### config.mk
export PLATFORM = sky130hd
export DESIGN_NAME = image_window_gen
export DESIGN_NICKNAME = d
export VERILOG_FILES = /design/src/rtl/image_window_gen.sv
export SDC_FILE = /design/constraint.sdc
export NUM_CORES = 1
export LEC_CHECK = 0
export CAP_MARGIN = 20
export CORE_ASPECT_RATIO = 1.5
export CORE_MARGIN = 10
export CORE_UTILIZATION = 49
export CTS_BUF_LIST = sky130_fd_sc_hd__clkbuf_16
export CTS_CLUSTER_DIAMETER = 30
export DETAILED_ROUTE_END_ITERATION = 8
export GPL_TIMING_DRIVEN = 0
export PLACE_DENSITY = 0.8
export SYNTH_ARGS = -nofsm -noshare
export SYNTH_HDL_FRONTEND = slang
export SYNTH_SLANG_ARGS = --single-unit
### constraint.sdc
create_clock -name clk -period 2.3 [get_ports clk]
set_input_delay 0.23 -clock clk [delete_from_list [all_inputs] [get_ports clk]]
set_output_delay 0.23 -clock clk [all_outputs]
set_load 0.05 [all_outputs]
### src/rtl/image_window_gen.sv
// image_window_gen: raster pixel stream in, every 2x2 sliding window out as {TL,TR,BL,BR}.
// Optional WINDOW_BIPOLAR_CHECK_EN builds a sticky detector for non-bipolar pixels on pix_err.
module image_window_gen #(
   parameter int IMG_W = 3,
   parameter int IMG_H = 3,
   parameter int PIX_W = 8
) (
   input  logic               clk,
   input  logic               rst,
   input  logic [PIX_W-1:0]   pix_in,
   input  logic               pix_valid,
   input  logic               pix_sof,
   output logic               pix_ready,
   output logic [4*PIX_W-1:0] pixels,
   output logic               win_valid,
   input  logic               win_ready,
   output logic               win_last,
   output logic               frame_err,
   output logic               pix_err
);
   localparam int CW = $clog2(IMG_W);
   localparam int RW = $clog2(IMG_H);
   localparam logic [CW-1:0] COL_LAST = CW'(IMG_W - 1);
   localparam logic [RW-1:0] ROW_LAST = RW'(IMG_H - 1);

   logic [PIX_W-1:0] sr_reg [IMG_W+1];
   logic [CW-1:0]    col_reg, col_eff, col_next;
   logic [RW-1:0]    row_reg, row_eff, row_next;
   logic             accept, at_last, emit;

   assign pix_ready = !win_valid || win_ready;
   assign accept    = pix_valid && pix_ready;

   // SOF pins the current pixel to (0,0); everything downstream uses the effective position.
   assign col_eff = pix_sof ? '0 : col_reg;
   assign row_eff = pix_sof ? '0 : row_reg;
   assign at_last = (col_eff == COL_LAST) && (row_eff == ROW_LAST);
   assign emit    = accept && (row_eff != '0) && (col_eff != '0);

   always_comb begin
      col_next = col_eff + 1'b1;
      row_next = row_eff;
      if (col_eff == COL_LAST) begin
         col_next = '0;
         row_next = (row_eff == ROW_LAST) ? '0 : row_eff + 1'b1;
      end
   end

   // One row plus one pixel of history: sr[0] is the left neighbour, sr[IMG_W] the up-left one.
   always_ff @(posedge clk or negedge rst) begin
      if (!rst) begin
         for (int i = 0; i <= IMG_W; i++) sr_reg[i] <= '0;
      end else if (accept) begin
         sr_reg[0] <= pix_in;
         for (int i = 1; i <= IMG_W; i++) sr_reg[i] <= sr_reg[i-1];
      end
   end

   always_ff @(posedge clk or negedge rst) begin
      if (!rst) begin
         col_reg   <= '0;
         row_reg   <= '0;
         frame_err <= 1'b0;
      end else if (accept) begin
         col_reg <= col_next;
         row_reg <= row_next;
         if (pix_sof && ((col_reg != '0) || (row_reg != '0))) frame_err <= 1'b1;
      end
   end

   // Single output stage; a new window may replace the one being taken in the same cycle.
   always_ff @(posedge clk or negedge rst) begin
      if (!rst) begin
         pixels    <= '0;
         win_valid <= 1'b0;
         win_last  <= 1'b0;
      end else if (emit) begin
         pixels    <= {sr_reg[IMG_W], sr_reg[IMG_W-1], sr_reg[0], pix_in};
         win_valid <= 1'b1;
         win_last  <= at_last;
      end else if (win_ready) begin
         win_valid <= 1'b0;
         win_last  <= 1'b0;
      end
   end

`ifdef WINDOW_BIPOLAR_CHECK_EN
   localparam logic [PIX_W-1:0] POS_ONE = PIX_W'(1);
   localparam logic [PIX_W-1:0] NEG_ONE = '1;
   logic pix_err_reg;

   always_ff @(posedge clk or negedge rst) begin
      if (!rst) begin
         pix_err_reg <= 1'b0;
      end else if (accept && (pix_in != POS_ONE) && (pix_in != NEG_ONE)) begin
         pix_err_reg <= 1'b1;
      end
   end

   assign pix_err = pix_err_reg;
`else
   assign pix_err = 1'b0;
`endif

endmodule

=== After elaboration in Yosys (flattened, before gate mapping) ===
Index checks and enable logic that the tools add are counted.

* Reductions and logical operators: 14
* Equal/unequal tests: 2
* Add/sub/neg operators: 2
* Multiplexer cells: 8

{| class="wikitable"
|+ Operator list
! kind !! count
|-
| $mux W2 || 5
|-
| $reduce_bool A2 Y1 || 5
|-
| $logic_and A1 B1 Y1 || 5
|-
| $add A2 B1 Y2 const B || 2
|-
| $eq A2 B2 Y1 const B || 2
|-
| $mux W1 || 3
|-
| $logic_or A1 B1 Y1 || 2
|-
| $reduce_and A2 Y1 || 1
|-
| $logic_not A1 Y1 || 1
|}

* Output and inout port bits: 37
* Logic and storage cells: 36
* Register bits: 71

=== Longest topological paths before layout ===
* Word-level depth: 6
* Depth in mapped cells: 5
* Mapped depth without buffers: 4

=== Worst setup path before layout ===
No wires, ideal clock.

* Kind: register to register
* Start point: reg win_valid
* End point: reg sr_reg[10] (netlist bit)
* Cell stages (with the launch flop): 6
* Buffers on the path: 1
* Data required time: 2.175 ns
* Arrival time: 1.969 ns
* Slack: 0.207 ns
* Cells stage by stage: dfrtp_1 nor2b_2 inv_1 nand2_2 buf_6 mux2_2

* Word-level cells in the longest chain between the ends: 3

{| class="wikitable"
|+ RTL lines
! what !! RTL line !! RTL
|-
| from (decl) || 15 || <nowiki>output logic win_valid,</nowiki>
|-
| from (signal assigned) || 75 || <nowiki>win_valid <= 1'b0;</nowiki>
|-
| from (signal assigned) || 79 || <nowiki>win_valid <= 1'b1;</nowiki>
|-
| from (signal assigned) || 82 || <nowiki>win_valid <= 1'b0;</nowiki>
|-
| $logic_not A1 Y1 || 31 || <nowiki>assign pix_ready = !win_valid || win_ready;</nowiki>
|-
| $logic_or A1 B1 Y1 || 31 ||
|-
| via pix_ready || 13 || <nowiki>output logic pix_ready,</nowiki>
|-
| $logic_and A1 B1 Y1 || 32 || <nowiki>assign accept = pix_valid && pix_ready;</nowiki>
|-
| to (decl) || 26 || <nowiki>logic [PIX_W-1:0] sr_reg [IMG_W+1];</nowiki>
|}

The timed path passes the listed nets, and every way through them passes these cells.
A chain may end at the register's enable or synchronous reset.

=== Worst setup path in the final report ===
* Start point: reg win_valid
* End point: out pix_ready

* Word-level cells in the longest chain between the ends: 2

{| class="wikitable"
|+ RTL lines
! what !! RTL line
|-
| $logic_not A1 Y1 || 31
|-
| $logic_or A1 B1 Y1 || 31
|-
| to (decl) || 13
|}

No other way between the ends.

==> flow_metrics.tcl <==
set metrics [dict create \
    outcome "complete, no violations" \
    ys_types 27 \
    dr.pass1.iters 4 \
    cts_inserted_buffers 9 \
    fin_nets 244 \
    synth_nets 185 \
    start_kind "register" \
    crit_type "register to output pin" \
    hold_buffers 0 \
    drtIter0Drc 89 \
    p_leak_nw 1.519 \
    start_util 0.5051 \
    cp.arrival_ns 1.88 \
    postRouteAntennaNets 0 \
    htree_levels 3 \
    io_pins 50 \
    hold_violations 0 \
    grt_busiest_layer "met2" \
    cts_tree "done" \
    cts_root_buffer "clkbuf_16" \
    fp.dieH_um 112.2 \
    min_period_ns 2.106 \
    crit_slowest_cell "clkdlybuf4s50_1" \
    dp.cells 290 \
    grt_usage 0.1273 \
    relSlewSlack 0.4333 \
    yosys_warnings 0 \
    diodes 0 \
    worstPathRequired_ns 2.07 \
    dp_slack_ns 0.2694 \
    use_met2 0.2142 \
    cap_violations 0 \
    cts_sinks 71 \
    min_path_type "input pin to asynchronous set/reset pin" \
    die_w_um 81.44 \
    fill_cells 386 \
    maxSlewViolCount 0 \
    rsz0062_at_grt "no" \
    numPortBuffers 48 \
    ctsResizeCount 0 \
    reg2reg_slack_ns 0.62 \
    grt_pass1_wl_um 9004 \
    drive_gt1_frac 0.3660 \
    skew_ns 0.005724 \
    grt_pass1_vias 1775 \
    synth_seq_cells 71 \
    via_count 1610 \
    synth-seq-area-share 0.6405 \
    layout.cells.non_filler 305 \
    vdd_drop_max_v 0.001337 \
    slowest_delay_ns 0.84 \
    grt_max_degree 72 \
    syn-cell-area_mm2 0.002774 \
    postSynthCellCount 172 \
    cp_max_fo 5 \
    post-route-drc-count 0 \
    grt-ovfl-total 0 \
    avgSynthCellArea_um2 16.13 \
    yosysTopAreaCellShare 0.6405 \
    timing.setup.tns_ns 0 \
    critPathTopFamily "buffers and inverters" \
    antenna_found_initial 0 \
    fin_ws_ns 0.1938 \
    crit_buf_inv 2 \
    end_kind "output pin" \
    grt_util_met3 0.03514 \
    min_period_over_period 0.9158 \
    hold_ws_ns 0.01862 \
    synth_area_leader_cell "dfrtp_1" \
    cts_setup_buffers 0 \
    yosys-top-cells-area "dfrtp_1 (64%), mux2_2 (26%), buf_6 (2.4%)" \
    grtUsageMet1 0.1359 \
    die_area_mm2 0.009133 \
    areaGrowthSynthToFinish_pct 30.45 \
    core_mm2 0.005492 \
    wl_um 5409 \
    clk_latency_ns 0.32 \
    setup_viol 0 \
    viasPerCell 5.279 \
    clkTransAtPathRegs_ns 0.05 \
    max_freq_ghz 0.4748 \
    worstMarginPinSlew_ns 0.8501 \
    wl_per_cell_um 17.73 \
    rows 33 \
    dp_hpwl_um 3641 \
    worstPathCellList "nor2b_2 > inv_1 > clkdlybuf4s50_1" \
    pwr_density_cell_mw_per_mm2 1612 \
    place_congestion 0.7666 \
    clock_path_buffers 2 \
]
## cells in the final DEF, fill, tap and decap left out
master | synthesis | layout
clkinv_2 | 0 | 1
clkinvlp_4 | 0 | 1
o32a_1 | 1 | 1
a2bb2oi_1 | 1 | 1
or4b_1 | 1 | 1
nor2b_1 | 1 | 1
clkdlybuf4s50_1 | 0 | 47
nor2b_2 | 1 | 1
buf_6 | 6 | 6
o22ai_1 | 1 | 1
buf_4 | 1 | 2
o31ai_1 | 1 | 1
nand4_1 | 1 | 1
clkinv_1 | 0 | 2
nor4bb_1 | 1 | 1
conb_1 | 1 | 1
o21bai_1 | 1 | 1
nand3_1 | 1 | 1
o41ai_1 | 1 | 1
inv_1 | 6 | 7
nor3_4 | 1 | 1
mux2_2 | 63 | 63
nand2b_1 | 2 | 2
bufinv_16 | 0 | 1
o32ai_1 | 1 | 1
o21ai_0 | 3 | 3
dfrtp_1 | 71 | 71
o2bb2ai_1 | 1 | 1
nand2_2 | 1 | 1
clkbuf_16 | 0 | 9
mux2_1 | 1 | 1
nor2_1 | 1 | 1
o311ai_0 | 1 | 1
## cell type report
cell class	count	area, um2	share of cell area
flip-flops and latches	71	1777	0.4910
multi-input cells	88	899.6	0.2486
repair buffers	48	478.0	0.1321
clock buffers	9	225.2	0.06224
well taps	70	87.58	0.02420
plain buffers	7	75.07	0.02075
clock inverters	6	53.80	0.01487
inverters	6	22.52	0.006224
## layer usage
| layer | routed length [um] | vias to the layer above |
|---|---|---|
| met1 | 2043 | 821 |
| li1 | - | 734 |
| met4 | 145 | 0 |
| met5 | 0 | - |
| met2 | 2943 | 45 |
| met3 | 277 | 10 |
## where the power goes
group          switching [mW]  internal (mW)
Sequential              0.306           1.77
Combinational            1.47          0.990
Clock                   0.470          0.818
## through the flow
stage	instance area [um2]	utilization	total power, mW
finish	3618	0.6589	5.832
global route	3618	0.6589	6.109
CTS	3618	0.6589	5.904
detailed placement	3339	0.6081	4.587
global placement	3342	0.6086	4.527
floorplan	2774	-	3.731
## worst paths after layout
kind                                             start                endpoint  depth (start not counted)
worst max register to register  col_reg[0]$_DFFE_PN0P_  pixels[18]$_DFFE_PN0P_                          4
worst max-delay path             win_valid$_DFFE_PN0P_               pix_ready                          3
worst min-delay path                               rst  pixels[20]$_DFFE_PN0P_                          1
worst min register to register   frame_err$_DFFE_PN0P_   frame_err$_DFFE_PN0P_                          1
max in group asynchronous                          rst  sr_reg[10]$_DFFE_PN0P_                          1
min in group clk                 frame_err$_DFFE_PN0P_   frame_err$_DFFE_PN0P_                          1
## synth_stat cells
cell type and count:
inv_1 6, o22ai_1 1, o2bb2ai_1 1, nand2_2 1, mux2_2 63, nand2b_1 2
nor2b_1 1, nor3_4 1, dfrtp_1 71, o32ai_1 1, o21ai_0 3, o31ai_1 1
o41ai_1 1, a2bb2oi_1 1, nand4_1 1, conb_1 1, buf_4 1, buf_6 6
mux2_1 1, nand3_1 1, nor4bb_1 1, o21bai_1 1, or4b_1 1, o32a_1 1
nor2_1 1, o311ai_0 1, nor2b_2 1
## cells by family (layout without fill, tap and decap cells)
logic type,count (synthesis),in the layout,synth area share
AO/OA/AOI/OAI,12,12,0.03248
flip-flops,71,71,0.6405
other,1,1,0.001352
buffers and inverters,13,76,0.03518
multiplexers,64,64,0.2598
AND/OR/NAND/NOR,11,11,0.03068
## worst register-to-register path: stages (launching register included)
cell,delay (ns)
dfrtp_1,0.46
o22ai_1,0.18
nor3_4,0.33
buf_6,0.23
mux2_2,0.36
No activity file was read; power rests on OpenSTA's default activity.
